## src/rtl/func_unit_rr_scheduler.sv

```systemverilog
// Round-robin scheduler sharing one 10-op func unit: 1+L cycles accept-to-valid (L=LAT_MUL/LAT_DIV/1), 1 for illegal ops.
// Grants only in IDLE; result held until resp_ready. FU_SCHED_DIVZERO_EN adds resp_divzero and a div-by-zero bypass.
module func_unit_rr_scheduler #(
  parameter int SIZE    = 32,
  parameter int NUM_REQ = 4,
  parameter int ID_W    = 2,
  parameter int LAT_MUL = 3,
  parameter int LAT_DIV = 8
) (
  input  logic                    CGRA_Clock,
  input  logic                    CGRA_Reset,
  input  logic [NUM_REQ-1:0]      req_valid,
  output logic [NUM_REQ-1:0]      req_ready,
  input  logic [NUM_REQ*SIZE-1:0] req_a,
  input  logic [NUM_REQ*SIZE-1:0] req_b,
  input  logic [NUM_REQ*4-1:0]    req_op,
  output logic                    resp_valid,
  input  logic                    resp_ready,
  output logic [ID_W-1:0]         resp_id,
  output logic [SIZE-1:0]         resp_data,
  output logic [SIZE-1:0]         fu_a,
  output logic [SIZE-1:0]         fu_b,
  output logic [3:0]              fu_select,
  input  logic [SIZE-1:0]         fu_out
`ifdef FU_SCHED_DIVZERO_EN
  ,
  output logic                    resp_divzero
`endif
);

  localparam int LAT_MAX = (LAT_MUL > LAT_DIV) ? LAT_MUL : LAT_DIV;
  localparam int CNT_W   = (LAT_MAX > 1) ? $clog2(LAT_MAX) : 1;
  localparam logic [CNT_W-1:0] CNT_MUL = CNT_W'(LAT_MUL - 1);
  localparam logic [CNT_W-1:0] CNT_DIV = CNT_W'(LAT_DIV - 1);

  typedef enum logic [1:0] {S_IDLE, S_EXEC, S_RESP} state_t;

  state_t            r_state;
  state_t            w_state_nxt;
  logic [ID_W-1:0]   r_rr_ptr;
  logic [CNT_W-1:0]  r_cnt;
  logic [SIZE-1:0]   r_fu_a;
  logic [SIZE-1:0]   r_fu_b;
  logic [3:0]        r_fu_select;
  logic [SIZE-1:0]   r_resp_data;
  logic [ID_W-1:0]   r_resp_id;

  logic              w_found;
  logic [ID_W-1:0]   w_winner;
  logic [ID_W-1:0]   w_idx;
  logic [SIZE-1:0]   w_a;
  logic [SIZE-1:0]   w_b;
  logic [3:0]        w_op;
  logic              w_illegal;
  logic              w_divzero;
  logic              w_skip;
  logic [CNT_W-1:0]  w_cnt_init;

  // Search starts one past the last winner so every requester gets a turn.
  always_comb begin
    w_found  = 1'b0;
    w_winner = '0;
    w_idx    = '0;
    for (int k = 1; k <= NUM_REQ; k++) begin
      w_idx = ID_W'((int'(r_rr_ptr) + k) % NUM_REQ);
      if (!w_found && req_valid[w_idx]) begin
        w_found  = 1'b1;
        w_winner = w_idx;
      end
    end
  end

  assign w_a       = req_a[w_winner*SIZE +: SIZE];
  assign w_b       = req_b[w_winner*SIZE +: SIZE];
  assign w_op      = req_op[w_winner*4 +: 4];
  assign w_illegal = w_op[3] & (w_op[2] | w_op[1]);
`ifdef FU_SCHED_DIVZERO_EN
  assign w_divzero = (w_op == 4'd3) && (w_b == '0);
`else
  assign w_divzero = 1'b0;
`endif
  assign w_skip    = w_illegal | w_divzero;

  always_comb begin
    w_cnt_init = '0;
    if (w_op == 4'd2)      w_cnt_init = CNT_MUL;
    else if (w_op == 4'd3) w_cnt_init = CNT_DIV;
  end

  assign req_ready  = (r_state == S_IDLE && w_found) ? (NUM_REQ'(1) << w_winner) : '0;
  assign resp_valid = (r_state == S_RESP);
  assign resp_id    = r_resp_id;
  assign resp_data  = r_resp_data;
  assign fu_a       = r_fu_a;
  assign fu_b       = r_fu_b;
  assign fu_select  = r_fu_select;

  always_ff @(posedge CGRA_Clock or posedge CGRA_Reset) begin
    if (CGRA_Reset) r_state <= S_IDLE;
    else            r_state <= w_state_nxt;
  end

  always_comb begin
    w_state_nxt = r_state;
    case (r_state)
      S_IDLE:  if (w_found) w_state_nxt = w_skip ? S_RESP : S_EXEC;
      S_EXEC:  if (r_cnt == '0) w_state_nxt = S_RESP;
      S_RESP:  if (resp_ready) w_state_nxt = S_IDLE;
      default: w_state_nxt = S_IDLE;
    endcase
  end

  always_ff @(posedge CGRA_Clock or posedge CGRA_Reset) begin
    if (CGRA_Reset) begin
      r_rr_ptr    <= ID_W'(NUM_REQ - 1);
      r_cnt       <= '0;
      r_fu_a      <= '0;
      r_fu_b      <= '0;
      r_fu_select <= '0;
      r_resp_data <= '0;
      r_resp_id   <= '0;
    end else begin
      case (r_state)
        S_IDLE: begin
          if (w_found) begin
            r_fu_a      <= w_a;
            r_fu_b      <= w_b;
            r_fu_select <= w_illegal ? 4'd0 : w_op;
            r_resp_id   <= w_winner;
            r_rr_ptr    <= w_winner;
            r_cnt       <= w_cnt_init;
            if (w_illegal)      r_resp_data <= '0;
            else if (w_divzero) r_resp_data <= '1;
          end
        end
        S_EXEC: begin
          // The unit's output is only trusted once the multicycle window has elapsed.
          if (r_cnt != '0) r_cnt <= r_cnt - CNT_W'(1);
          else             r_resp_data <= fu_out;
        end
        default: ;
      endcase
    end
  end

`ifdef FU_SCHED_DIVZERO_EN
  logic r_divzero;
  assign resp_divzero = r_divzero;

  always_ff @(posedge CGRA_Clock or posedge CGRA_Reset) begin
    if (CGRA_Reset)                         r_divzero <= 1'b0;
    else if (r_state == S_IDLE && w_found)  r_divzero <= w_divzero;
    else if (r_state == S_RESP && resp_ready) r_divzero <= 1'b0;
  end
`endif

endmodule

```

## config.mk

```make
export PLATFORM = sky130hd
export DESIGN_NAME = func_unit_rr_scheduler
export DESIGN_NICKNAME = d
export VERILOG_FILES = /design/src/rtl/func_unit_rr_scheduler.sv
export SDC_FILE = /design/constraint.sdc
export NUM_CORES = 1
export LEC_CHECK = 0
export ABC_CLOCK_PERIOD_IN_PS = 2700
export BUFFER_PORTS_ARGS = -buffer_cell sky130_fd_sc_hd__buf_2
export CAP_MARGIN = 5
export CORE_AREA = 2 2 161 163
export CTS_CLUSTER_DIAMETER = 120
export DETAILED_ROUTE_END_ITERATION = 7
export DIE_AREA = 0 0 163 165
export PLACE_DENSITY = 0.66
export SYNTH_ARGS = -nofsm -noshare
export SYNTH_HDL_FRONTEND = slang
export SYNTH_SLANG_ARGS = --single-unit
export TNS_END_PERCENT = 20
```

## constraint.sdc

```tcl
create_clock -name CGRA_Clock -period 2.7 [get_ports CGRA_Clock]
set_input_delay 0 -clock CGRA_Clock [delete_from_list [all_inputs] [get_ports CGRA_Clock]]
set_output_delay 0 -clock CGRA_Clock [all_outputs]
set_load 0.02 [all_outputs]
```

Word-level counts from Yosys, hierarchy flattened
Cells that the tools add are included.

Bits in registers: 109. Bits in latches: 0. RAM bits: 0. Memory bits (read-only): 0. Bits of input ports: 311. Output and inout bits: 107. Memories kept: 0.

Add/sub/neg operators: 5. Multiply operators: 0. Div/mod/pow operators: 0. Order comparisons: 4. Equal/unequal tests: 10. Shifts and indexed selects: 4. Mux-type cells: 32. Bitwise logic cells: 2. Reductions and logical operators: 15.

Operators with widths (count): $shiftx A128 B8 Y32 (2); $mux W32 (3); $pmux W32 S2 (1); $mux W2 (8); $shiftx A16 B5 Y4 (1); $lt A2 B3 Y1 const B (4); $mux W3 (4); $ne A2 B2 Y1 const B (5); $bmux W1 S2 (4); $eq A4 B2 Y1 const B (2); $mux W1 (8); $mux W4 (2); $pmux W2 S3 (1); $pmux W3 S2 (1); $reduce_and A3 Y1 (2); $add A2 B1 Y2 const B (2); $add A2 B2 Y2 const B (2); $logic_and A1 B1 Y1 (4); $reduce_and A4 Y1 (1); $shl A1 B2 Y4 const A (1); $logic_not A1 Y1 (3); $logic_not A3 Y1 (1); $reduce_bool A3 Y1 (1); $sub A3 B1 Y3 const B (1); 8 further kinds (8).

Longest topological paths before layout
Gate-level depths: netlist of the first run.

Depth in word-level cells: 19. Gate-level depth with buffers: 8. Mapped depth without buffers: 6.

Worst setup path after synthesis of the first run
OpenSTA, ideal clock, no wires.

Path kind: reg-to-reg. Start: register r_rr_ptr[1]. End: register r_resp_data[20] (netlist: resp_data[20]). Library setup time: 0.119 ns. Arrival time: 2.028 ns. Data required time: 2.581 ns. Path slack: 0.553 ns. Cell stages (with the launch flop): 8. Buffers on the path: 1. Period minus slack after synthesis: 2.147 ns. Path through: dfstp_2 -> nand2b_1 -> a21oi_1 -> o221ai_1 -> mux2_2 -> a211oi_4 -> buf_6 -> a21oi_2.

Word-level cells in the longest chain between the ends: 18. Elaborated cells between the ends (all ways): 32.

RTL lines: start: declaration (RTL line 40) `logic [ID_W-1:0] r_rr_ptr;`; start signal: assignment (RTL line 115) `r_rr_ptr <= ID_W'(NUM_REQ - 1);`; start signal: assignment (RTL line 130) `r_rr_ptr <= w_winner;`; $add A2 B1 Y2 (RTL line 65) `w_idx = ID_W'((int'(r_rr_ptr) + k) % NUM_REQ);`; $bmux W1 S2 (RTL line 66) `if (!w_found && req_valid[w_idx]) begin`; $mux W1 (not written as such) (RTL line 66); $mux W1 (RTL line 66); $logic_not A1 Y1 (RTL line 66); $logic_and A1 B1 Y1 (RTL line 66); $mux W1 (RTL line 66); $logic_not A1 Y1 (RTL line 66); [2 not listed]; $logic_not A1 Y1 (RTL line 66); $logic_and A1 B1 Y1 (RTL line 66); $mux W2 (RTL line 66); $shiftx A16 B5 Y4 (RTL line 75) `assign w_op = req_op[w_winner*4 +: 4];`; $or A1 B1 Y1 (RTL line 76) `assign w_illegal = w_op[3] & (w_op[2] | w_op[1]);`; $and A1 B1 Y1 (RTL line 76); $ne A2 B2 Y1 (no line); $reduce_and A4 Y1 (no line) *; end signal: assignment (RTL line 139) `else r_resp_data <= fu_out;`; end: declaration (RTL line 45) `logic [SIZE-1:0] r_resp_data;`.

Every way passes the cells marked *; elsewhere a longest branch is shown, timed or not. The select of a mux whose other input is x is not followed. A chain may end at the register's enable or synchronous reset.

Final worst setup path of the first run
Start: register r_rr_ptr[1]. End: register r_resp_data[0] (netlist: resp_data[0]).

Same word-level chain as after synthesis.

==> run metrics, run 1 <==
global-route wire length before repair 35200 um; portion of synthesized cell area occupied by the leading cell type 41.7%; ordered list of cells on the worst path nand3b_1 -> a31oi_4 -> buf_4 -> mux2i_1 -> mux2_4 -> a211oi_4 -> buf_12 -> a21oi_1; Worst Hold Path Cells 4; area taken by multi-input logic gates 3400 um^2; portion of the post-synthesis area used by sequential elements 42.5%; number of cells on the worst reg-to-reg path 8; transition time at the pin with the least slew margin 0.783 ns; number of max-cap violations 0; share of final-layout standard cells stronger than drive strength 1 41.2%; final-layout setup total negative slack 0 ns; number of top-level pins 418; worst skew pair latency 0.35 ns; CTS clk-pin slew, worst paths 0.08 ns; fill count 2570; start-to-end type of the worst setup path reg -> reg; relative max-transition margin 47.8%; min Tclk post-route 2.41 ns; Setup crit end kind flop; placed instance area 8880 um^2; hold path startpoint req_a[52]; via count 7131; maximum clock frequency 0.416 GHz; post-route antenna net violation count 0; Mean Syn Cell Area 8.73 um^2; period utilization 89.1%; die outline area 26900 um^2; maximum VDD drop 0.000433 V; leakage power total 4.93 nW; worst clock skew on the final layout 0.00738 ns; number of storage elements in the synthesis netlist 109; sort of element at the start of the critical path flop; mean number of vias per cell 4.81; clock root cell sky130_fd_sc_hd__clkbuf_16; Mapped Nets 1049; final layout net count 1457; sequential standard cell area 2730 um^2; worst setup slack after layout 0.294 ns; number of setup violations in the final report 0; buffer depth of the longest clock path 2; post-route DRC violation count 0; distinct cell type count after synthesis 37; die outline height 165 um; Synth Warn # 0; num rows 58; post-synth top area cell sky130_fd_sc_hd__dfrtp_1; Post-CTS Setup Repair Bufs 0; critical register-to-register path startpoint r_rr_ptr[1]; largest net degree at the start of global routing 79; CP arrival 2.64 ns; number of cells produced by synthesis 736; required time reported for the critical path endpoint 2.93 ns; Synth Cell Area 6430 um^2; total CTS buffers 9; number of global-route vias before repair 6819; RSZ-0062 raised after global routing false; total power divided by cell area 1080 nW/um^2; WL final 23200 um; number of antenna violations at the first check in global routing 1; Clock H-tree levels 3; type of the most critical hold path in -> reg; slowest stage cell on the critical path sky130_fd_sc_hd__dfstp_2; crit-path max cell delay 0.59 ns; Routed wire per std cell 15.7 um; chip width 163 um; TritonCTS clock tree built; RD Place Congestion 0.814; Hold Violations, Final 0; largest fanout of any net on the critical path 32; area delta synth->final 47.9%; iteration count of the initial detailed-routing pass 5; final slew viol count 0; Clock Sinks 109; dpl ws 0.302 ns; outcome finished, final reports clean; Initial Util 25.7%; DRC violation total after the first TritonRoute iteration 543; global-route congestion overflow total 0; worst setup path startpoint r_rr_ptr[1]; post-DP HPWL 17800 um; gr usage total 16.4%; Finished Cell Area 9510 um^2; Core Area 25000 um^2; top cells by area in the synthesized netlist sky130_fd_sc_hd__dfrtp_1 42%, sky130_fd_sc_hd__nand2_1 12%, sky130_fd_sc_hd__a311oi_1 8.7%; IO Port Bufs 417
-- metrics by stage --
| step | std cells | util, % | hold WS (ns) | power [mW] |
|---|---|---|---|---|
| CTS | 1479 | 38.0 | 0.0218 | 10.4 |
| global route | 1480 | 38.0 | 0.0467 | 11.1 |
| detailed placement | 1429 | 35.5 | -0.0742 | 9.05 |
| global placement | 1429 | 35.5 | -0.0745 | 8.93 |
| finish | 1481 | 38.0 | 0.0453 | 10.3 |
| floorplan | 736 | - | 0.128 | 7.05 |
-- cell families after synthesis --
logic type	Yosys count	synth area share [%]
fa+ha+maj	2	0.389
buf+inv	76	5.20
mux	14	2.51
compound gates	241	29.1
simple gates	294	20.3
flops	109	42.5
-- routing by layer --
layer  global-route usage, %  vias to the layer above  routed length, um  share of wire (%)
met5                       0                        -                  0                  0
met4                    4.30                        0                355                1.5
met3                    3.64                       25               1600                6.9
met2                    28.9                      287              11500                 49
met1                    20.3                     3367               9780                 42
li1                        -                     3452                  -                  -
-- Yosys cell counts, drive strengths merged --
library cell / n
clkbuf: 41
nand3b: 2
ha: 2
dfstp: 2
a221o: 1
nor2: 9
o21ai: 2
nand2: 204
nor2b: 3
dfrtp: 107
mux4: 1
a21o: 65
a221oi: 1
a31oi: 1
and3b: 1
nand2b: 3
mux2i: 9
or3b: 1
a21oi: 35
a211o: 1
nor3: 1
o221ai: 3
inv: 5
a311oi: 64
nand3: 5
buf: 30
and2: 64
a211oi: 66
a31o: 1
and3: 1
o41ai: 1
mux2: 4
-- worst paths after layout --
check	endpoint	slack, ns
worst max-delay path	resp_data[0]	0.29
worst min-delay path	fu_a[20]	0.05
worst max register to register	resp_data[0]	0.29
worst min register to register	fu_b[0]	0.47
max in group asynchronous	fu_a[8]	1.59
min in group asynchronous	fu_b[18]	0.11
-- critical path, delay by kind of cell (launching register included) --
family / cells / cell delay [ns]
AO/OA/AOI/OAI: 3 / 0.61
flip-flops: 1 / 0.59
buffers and inverters: 2 / 0.48
multiplexers: 2 / 0.43
AND/OR/NAND/NOR: 1 / 0.17
-- timing repair --
item,4_1_cts,5_1_grt
hold buffers,34,0
resized for setup,0,0
hold endpoints to repair,82,0
-- flip-flops by register name, indices dropped and copies added, names as in the netlist --
| register | count |
|---|---|
| fu_b | 32 |
| r_state | 2 |
| fu_select | 4 |
| resp_data | 32 |
| resp_id | 2 |
| r_cnt | 3 |
| fu_a | 32 |
| r_rr_ptr | 2 |
-- area by class of cell --
type                    count  area share, %
multi-input cells         551           35.7
flip-flops and latches    109           28.7
repair buffers            468           27.9
well taps                 330           4.34
clock buffers              10           2.41
clock inverters             6          0.579
inverters                   5          0.237
diodes                      2         0.0526
-- placed cells by master (no fill, tap or decap), types with 4 or more instances in the layout --
cell type / synthesis / layout
sky130_fd_sc_hd__a211oi_1: 65 / 65
sky130_fd_sc_hd__a21o_1: 65 / 65
sky130_fd_sc_hd__a21oi_1: 25 / 25
sky130_fd_sc_hd__a21oi_2: 10 / 10
sky130_fd_sc_hd__a311oi_1: 64 / 64
sky130_fd_sc_hd__and2_1: 64 / 64
sky130_fd_sc_hd__buf_12: 0 / 8
sky130_fd_sc_hd__buf_2: 15 / 417
sky130_fd_sc_hd__buf_4: 0 / 9
sky130_fd_sc_hd__clkbuf_16: 0 / 9
sky130_fd_sc_hd__dfrtp_1: 107 / 107
sky130_fd_sc_hd__dlygate4sd3_1: 0 / 34
sky130_fd_sc_hd__inv_1: 5 / 4
sky130_fd_sc_hd__mux2i_1: 9 / 9
sky130_fd_sc_hd__nand2_1: 204 / 204
sky130_fd_sc_hd__nand3_1: 5 / 5
sky130_fd_sc_hd__nor2_1: 9 / 9
-- power breakdown --
| part | internal (mW) | switching, mW | total [mW] | leakage (nW) |
|---|---|---|---|---|
| Combinational | 2.39 | 3.73 | 6.11 | 3.43 |
| Sequential | 2.45 | 0.438 | 2.88 | 1.37 |
| Clock | 0.646 | 0.641 | 1.29 | 0.133 |
Power figures use the tool's default switching activity.
==> run 2, diff against run 1 <==
--- a/config.mk
+++ b/config.mk
@@ -5,13 +5,14 @@
 export SDC_FILE = /design/constraint.sdc
 export NUM_CORES = 1
 export LEC_CHECK = 0
+export ABC_AREA = 1
 export ABC_CLOCK_PERIOD_IN_PS = 2700
 export BUFFER_PORTS_ARGS = -buffer_cell sky130_fd_sc_hd__buf_2
 export CAP_MARGIN = 5
-export CORE_AREA = 2 2 161 163
+export CORE_AREA = 2 2 160 162
 export CTS_CLUSTER_DIAMETER = 120
 export DETAILED_ROUTE_END_ITERATION = 7
-export DIE_AREA = 0 0 163 165
+export DIE_AREA = 0 0 162 164
 export PLACE_DENSITY = 0.66
 export SYNTH_ARGS = -nofsm -noshare
 export SYNTH_HDL_FRONTEND = slang
==> run metrics, run 2 <==
RSZ-0062 raised after global routing true (was false); gr usage total 22.4% (was 16.4%); number of top-level pins 418 (unchanged); global-route congestion overflow total 0 (unchanged); die outline height 164 um (was 165 um); Initial Util 24.9% (was 25.7%); post-route DRC violation count 0 (unchanged); Synth Cell Area 6190 um^2 (was 6430 um^2); required time reported for the critical path endpoint 2.99 ns (was 2.93 ns); RD Place Congestion 0.898 (was 0.814); DRC violation total after the first TritonRoute iteration 846 (was 543); relative max-transition margin 56.4% (was 47.8%); chip width 162 um (was 163 um); TritonCTS clock tree built (unchanged); number of cells produced by synthesis 851 (was 736); number of global-route vias before repair 9505 (was 6819); clock root cell sky130_fd_sc_hd__clkbuf_16 (unchanged); total CTS buffers 9 (unchanged); R2R Setup Slk 0.15 ns (was 0.29 ns); number of setup violations in the final report 0 (unchanged); number of max-cap violations 0 (unchanged); die outline area 26600 um^2 (was 26900 um^2); share of final-layout standard cells stronger than drive strength 1 34.9% (was 41.2%); Clock Sinks 109 (unchanged); largest net degree at the start of global routing 110 (was 79); Clock H-tree levels 3 (unchanged); sort of element at the start of the critical path flop (unchanged); post-route antenna net violation count 0 (unchanged); type of the most critical hold path in -> reg (unchanged); transition time at the pin with the least slew margin 0.655 ns (was 0.783 ns); start-to-end type of the worst setup path reg -> reg (unchanged); Setup crit end kind flop (unchanged); outcome complete, but fails checks (was finished, final reports clean); Core Area 24800 um^2 (was 25000 um^2); violations in the final reports negative hold slack; global-route wire length before repair 47100 um (was 35200 um); Hold Violations, Final 1 (was 0); worst clock skew on the final layout 0.00954 ns (was 0.00738 ns); number of storage elements in the synthesis netlist 109 (unchanged); maximum clock frequency 0.392 GHz (was 0.416 GHz); tightest hold margin -0.00203 ns (was 0.0453 ns); Routed wire per std cell 17.6 um (was 15.7 um); top cells by area in the synthesized netlist sky130_fd_sc_hd__dfrtp_1 43%, sky130_fd_sc_hd__nand2_1 25%, sky130_fd_sc_hd__nand4_1 4.5% (was sky130_fd_sc_hd__dfrtp_1 42%, sky130_fd_sc_hd__nand2_1 12%, sky130_fd_sc_hd__a311oi_1 8.7%); worst setup slack after layout 0.147 ns (was 0.294 ns); portion of the post-synthesis area used by sequential elements 44.1% (was 42.5%); period utilization 94.5% (was 89.1%); sequential standard cell area 2730 um^2 (unchanged); maximum VDD drop 0.00117 V (was 0.000433 V); post-synth top area cell sky130_fd_sc_hd__dfrtp_1 (unchanged); WL final 32700 um (was 23200 um); area taken by multi-input logic gates 3140 um^2 (was 3400 um^2); leakage power total 6.16 nW (was 4.93 nW); cell with the most instances after synthesis sky130_fd_sc_hd__nand2_1 (unchanged); final slew viol count 0 (unchanged); iteration count of the initial detailed-routing pass 6 (was 5); mean number of vias per cell 5.02 (was 4.81); Mapped Nets 1164 (was 1049); via count 9327 (was 7131); post-DP HPWL 18300 um (was 17800 um); total power divided by cell area 1440 nW/um^2 (was 1080 nW/um^2); CTS clk-pin slew, worst paths 0.08 ns (about the same); most common flop cell mapped by yosys sky130_fd_sc_hd__dfrtp_1 (unchanged); Synth Warn # 0 (unchanged); dpl ws 0.0840 ns (was 0.302 ns); num rows 58 (unchanged); min Tclk post-route 2.55 ns (was 2.41 ns); Mean Syn Cell Area 7.27 um^2 (was 8.73 um^2); async set-reset flop share out of synthesis 100% (unchanged); number of antenna violations at the first check in global routing 4 (was 1); number of enable flip-flop cells after synthesis 0 (unchanged); fill count 2275 (was 2570); worst skew pair latency 0.35 ns (about the same); post-layout util 47.9% (was 38.0%); final layout net count 1832 (was 1457); most frequent standard cell in the layout excluding fill and tap cells sky130_fd_sc_hd__buf_2 (unchanged); largest fanout of any net on the critical path 16 (was 32); buffer depth of the longest clock path 2 (unchanged); IO Port Bufs 417 (unchanged); Commonest cells post-synth 420 x sky130_fd_sc_hd__nand2_1, 107 x sky130_fd_sc_hd__dfrtp_1, 45 x sky130_fd_sc_hd__nand4_1, 44 x sky130_fd_sc_hd__nand3_1, 43 x sky130_fd_sc_hd__nor2_1 (was 204 x sky130_fd_sc_hd__nand2_1, 107 x sky130_fd_sc_hd__dfrtp_1, 65 x sky130_fd_sc_hd__a211oi_1, 65 x sky130_fd_sc_hd__a21o_1); distinct cell type count after synthesis 29 (was 37); area delta synth->final 92.1% (was 47.9%); total power 17.1 mW (was 10.3 mW); portion of synthesized cell area occupied by the leading cell type 43.3% (was 41.7%); CP arrival 2.85 ns (was 2.64 ns); most frequent cells in the layout 417 x sky130_fd_sc_hd__buf_2, 416 x sky130_fd_sc_hd__nand2_1, 262 x sky130_fd_sc_hd__dlygate4sd3_1 (was 417 x sky130_fd_sc_hd__buf_2, 204 x sky130_fd_sc_hd__nand2_1, 107 x sky130_fd_sc_hd__dfrtp_1)
-- run 2: changes by cell type after synthesis, sizes merged, moves of 45 or more --
| cell | previous run | this run |
|---|---|---|
| a311oi | 64 | 0 |
| nand4 | 0 | 45 |
| and2 | 64 | 0 |
| a211oi | 66 | 0 |
| a21o | 65 | 0 |
| nand2 | 204 | 459 |
-- run 2: routing by layer --
metal | track usage (%) | vias to the layer above | part of all wire (%) | wire length, um
met4 | 15.7 | 0 | 6.2 | 2020
li1 | - | 4121 | - | -
met2 | 36.3 | 747 | 46 | 15100
met3 | 5.98 | 179 | 9.7 | 3180
met5 | 0 | - | 0 | 0
met1 | 25.8 | 4280 | 38 | 12300
-- run 2: what timing repair did --
| item | in CTS | in global routing |
|---|---|---|
| endpoints found under the hold margin | 204 | 0 |
| setup endpoints to repair | 2 | 67 |
| cloned | 0 | 7 |
| gates resized for setup | 1 | 21 |
| pin swaps | 0 | 4 |
| buffers inserted | 0 | 10 |
| hold buffers | 262 | 0 |
-- run 2: final timing paths --
kind / startpoint / endpoint / cells after the start
max: r_rr_ptr[1] / resp_data[7] / 20
min: req_b[98] / fu_b[2] / 5
max reg2reg: r_rr_ptr[1] / resp_data[7] / 20
min reg2reg: fu_a[15] / fu_a[15] / 2
max in group asynchronous: CGRA_Reset / fu_b[27] / 4
min in group asynchronous: CGRA_Reset / fu_a[22] / 4
-- run 2: per-stage QoR --
step	TNS, ns	cell area, um^2	std cells
4_1_cts	0	11600	1837
2_1_floorplan	0	6190	851
6_report	0	11900	1858
3_3_place_gp	0	8630	1559
5_1_grt	-0.535	11900	1858
3_5_place_dp	0	8630	1559
-- run 2: kinds of logic (layout without fill, tap and decap cells) --
kind of cell,Yosys count,in the layout,synth area share (%)
compound gates,70,70,8.17
fa+ha+maj,2,2,0.404
buf+inv,74,747,6.00
flops,109,109,44.1
other cells,0,4,0
simple gates,596,596,41.3
-- run 2: worst max-delay path, stage by stage (launching register included) --
cell and delay, ns:
sky130_fd_sc_hd__dfstp_2 0.59, sky130_fd_sc_hd__inv_2 0.09, sky130_fd_sc_hd__nand2_1 0.07, sky130_fd_sc_hd__nand2_1 0.07, sky130_fd_sc_hd__nand2_1 0.08, sky130_fd_sc_hd__nand2_1 0.08
sky130_fd_sc_hd__nand2_1 0.10, sky130_fd_sc_hd__nand2_1 0.07, sky130_fd_sc_hd__nand2_2 0.11, sky130_fd_sc_hd__nand3_4 0.13, sky130_fd_sc_hd__buf_6 0.16, sky130_fd_sc_hd__nand2_1 0.06
sky130_fd_sc_hd__nand3_1 0.09, sky130_fd_sc_hd__nand2_2 0.10, sky130_fd_sc_hd__nand3_2 0.08, sky130_fd_sc_hd__nand2_2 0.09, sky130_fd_sc_hd__nand2_2 0.06, sky130_fd_sc_hd__nand2_4 0.13
sky130_fd_sc_hd__clkbuf_16 0.22, sky130_fd_sc_hd__nand2_2 0.05, sky130_fd_sc_hd__nand2_1 0.06
-- run 2: cell type report --
type | instances | area share [%]
clock inverter | 7 | 0.547
clock buffer | 9 | 1.89
antenna | 4 | 0.0842
multi-input combinational | 668 | 26.4
timing repair buffer | 710 | 43.9
sequential | 109 | 23.0
inverter | 21 | 0.789
tap | 330 | 3.47
-- run 2: report_power, final --
group,leakage [nW],internal (mW),switching (mW)
logic,4.66,4.74,8.19
registers,1.36,2.43,0.443
clock network,0.142,0.650,0.694
==> run 3, diff against run 2 <==
--- a/config.mk
+++ b/config.mk
@@ -9,11 +9,12 @@
 export ABC_CLOCK_PERIOD_IN_PS = 2700
 export BUFFER_PORTS_ARGS = -buffer_cell sky130_fd_sc_hd__buf_2
 export CAP_MARGIN = 5
-export CORE_AREA = 2 2 160 162
+export CELL_PAD_IN_SITES_DETAIL_PLACEMENT = 2
+export CELL_PAD_IN_SITES_GLOBAL_PLACEMENT = 2
+export CORE_UTILIZATION = 19
 export CTS_CLUSTER_DIAMETER = 120
 export DETAILED_ROUTE_END_ITERATION = 7
-export DIE_AREA = 0 0 162 164
-export PLACE_DENSITY = 0.66
+export PLACE_DENSITY = 0.89
 export SYNTH_ARGS = -nofsm -noshare
 export SYNTH_HDL_FRONTEND = slang
 export SYNTH_SLANG_ARGS = --single-unit
==> run metrics, run 3 (synthesized netlist as in run 2, its figures left out) <==
CP arrival 3.07 ns (was 2.85 ns); transition time at the pin with the least slew margin 0.646 ns (was 0.655 ns); most used cell, CP sky130_fd_sc_hd__nand2_2 (was sky130_fd_sc_hd__nand2_1); DRC violation total after the first TritonRoute iteration 458 (was 846); number of antenna violations at the first check in global routing 27 (was 4); fraction of power spent switching nets 56.7% (was 54.4%); number of top-level pins 418 (unchanged); min Tclk post-route 2.82 ns (was 2.55 ns); worst skew pair latency 0.37 ns (was 0.35 ns); Initial Util 19.5% (was 24.9%); iteration count of the initial detailed-routing pass 5 (was 6); chip width 182 um (was 162 um); R2R Setup Slk -0.12 ns (was 0.15 ns); final layout net count 1855 (was 1832); GR Layer Usage met2 50.5% (was 36.3%); IO Port Bufs 417 (unchanged); share of final-layout standard cells stronger than drive strength 1 36.7% (was 34.9%); met3 Track Usage GR 6.17% (was 5.98%); type of the most critical hold path in -> reg (unchanged); post-route DRC violation count 0 (unchanged); net switching component of the power 11.2 mW (was 9.33 mW); final slew viol count 0 (unchanged); Top Family by Delay on Critical Path simple AND/OR/NAND/NOR gates (unchanged); maximum clock frequency 0.354 GHz (was 0.392 GHz); start-to-end type of the worst setup path reg -> reg (unchanged); post-route antenna net violation count 0 (unchanged); post-DP HPWL 23600 um (was 18300 um); global-route congestion overflow total 0 (unchanged); most frequent cells in the layout 417 x sky130_fd_sc_hd__buf_2, 399 x sky130_fd_sc_hd__nand2_1, 270 x sky130_fd_sc_hd__dlygate4sd3_1 (was 417 x sky130_fd_sc_hd__buf_2, 416 x sky130_fd_sc_hd__nand2_1, 262 x sky130_fd_sc_hd__dlygate4sd3_1); tightest hold margin 0.0247 ns (was -0.00203 ns); dpl ws -0.0252 ns (was 0.0840 ns); maximum VDD drop 0.000720 V (was 0.00117 V); largest net degree at the start of global routing 110 (unchanged); worst setup slack after layout -0.121 ns (was 0.147 ns); global-route wire length before repair 69200 um (was 47100 um); Setup crit end kind flop (unchanged); worst clock skew on the final layout 0.0109 ns (was 0.00954 ns); buffer depth of the longest clock path 2 (unchanged); number of max-cap violations 0 (unchanged); number of setup violations in the final report 36 (was 0); sort of element at the start of the critical path flop (unchanged); logic gate share of total power 76.9% (was 75.4%); Hold Violations, Final 0 (was 1); total CTS buffers 9 (unchanged); total power divided by cell area 1580 nW/um^2 (was 1440 nW/um^2); via count 9684 (was 9327); mean number of vias per cell 4.81 (was 5.02); Bufs and invs on worst path 3 (unchanged); crit-path max cell delay 0.62 ns (was 0.59 ns); met1 Track Usage GR 28.5% (was 25.8%); Clock H-tree levels 3 (unchanged); number of global-route vias before repair 11.5k (was 9505); placed instance area 8780 um^2 (was 8630 um^2); outcome complete, but fails checks (unchanged); Internal Pwr Total 8.54 mW (was 7.82 mW); relative max-transition margin 57.0% (was 56.4%); Core Area 31800 um^2 (was 24800 um^2); slowest stage cell on the critical path sky130_fd_sc_hd__dfstp_2 (unchanged); num rows 65 (was 58); most frequent standard cell in the layout excluding fill and tap cells sky130_fd_sc_hd__buf_2 (unchanged); Routed wire per std cell 24.2 um (was 17.6 um); part of the power in registers 15.2% (was 16.8%); RSZ-0062 raised after global routing true (unchanged); TritonCTS clock tree built (unchanged); required time reported for the critical path endpoint 2.94 ns (was 2.99 ns); CTS clk-pin slew, worst paths 0.08 ns (about the same); clock root cell sky130_fd_sc_hd__clkbuf_16 (unchanged); area delta synth->final 102% (was 92.1%); die outline height 182 um (was 164 um); die outline area 33300 um^2 (was 26600 um^2); ordered list of cells on the worst path buf_4 -> nand2_1 -> nand2_2 -> nand2_2 -> nand2_2 -> nand2_2 -> nand2_2 -> nand2_2 -> nand3_4 -> buf_4 -> nand2_1 -> nand2_1 -> nand2_1 -> nand2_2 -> nand2_4 -> nand2_4 -> nand2_8 -> buf_12 -> nand2_1 -> nand2_1 (was inv_2 -> nand2_1 -> nand2_1 -> nand2_1 -> nand2_1 -> nand2_1 -> nand2_1 -> nand2_2 -> nand3_4 -> buf_6 -> nand2_1 -> nand3_1 -> nand2_2 -> nand3_2 -> nand2_2 -> nand2_2 -> nand2_4 -> clkbuf_16 -> nand2_2 -> nand2_1); gr usage total 27.6% (was 22.4%); WL final 48700 um (was 32700 um); RD Place Congestion 0.862 (was 0.898); violations in the final reports negative setup slack (was negative hold slack); largest fanout of any net on the critical path 6 (was 16); Clock Sinks 109 (unchanged); period utilization 104% (was 94.5%); highest-utilization routing layer at the global route stage met2 (unchanged); leakage power total 6.33 nW (was 6.16 nW); Finished Cell Area 12500 um^2 (was 11900 um^2); clock power share 7.9% (was 7.8%)
## run 3: repair_timing
item                                   4_1_cts  5_1_grt
hold buffers                               269        1
buffers inserted                             3       17
resized for setup                            7       47
endpoints found under the hold margin      204        1
gates cloned                                 2        7
setup endpoints to repair                   37      104
pin swaps                                    0       13
## run 3: power by group through the flow
stage	Combinational, mW	Clock [mW]	Sequential (mW)
finish	15.2	1.55	3.01
global route	16.2	1.66	3.06
global placement	10.8	0	2.85
detailed placement	11.3	0	2.90
CTS	12.0	1.64	2.88
floorplan	6.74	0	3.60
## run 3: routing by layer
layer | up-vias | share of wire (%)
met5 | - | 0
met4 | 0 | 5.9
met3 | 168 | 5.7
met2 | 490 | 52
met1 | 4826 | 36
li1 | 4200 | -
## run 3: layout make-up
| cell class | instances | area [um^2] |
|---|---|---|
| Antenna cell | 31 | 77.6 |
| Clock inverter | 6 | 93.8 |
| Inverter | 21 | 98.8 |
| Fill cell | 3593 | 19300 |
| Timing Repair Buffer | 733 | 5450 |
| Clock buffer | 10 | 239 |
| Tap cell | 435 | 544 |
| Sequential cell | 109 | 2730 |
| Multi-Input combinational cell | 668 | 3250 |
## run 3: final timing paths
kind,startpoint,cells past startpoint,to
setup / recovery,r_rr_ptr[0],20,resp_data[31]
hold / removal,req_a[95],3,fu_a[31]
setup reg to reg,r_rr_ptr[0],20,resp_data[31]
hold reg to reg,fu_a[7],2,fu_a[7]
max in group asynchronous,CGRA_Reset,4,r_cnt[0]
min in group asynchronous,CGRA_Reset,4,fu_b[8]
## run 3: per-stage QoR
stage / cells / util, % / power, mW / setup TNS [ns]
6_report: 2013 / 39.3 / 19.7 / -2.81
2_1_floorplan: 851 / - / 10.3 / 0
3_3_place_gp: 1667 / 27.6 / 13.6 / 0
4_1_cts: 1957 / 37.4 / 16.5 / -0.00750
5_1_grt: 2009 / 39.2 / 20.9 / -13.31
3_5_place_dp: 1667 / 27.6 / 14.2 / -0.0252
## run 3: tightest hold or removal path, delay by kind of cell
family | cells | cell delay, ns
AO/OA/AOI/OAI | 2 | 0.24
buffers and inverters | 1 | 0.09
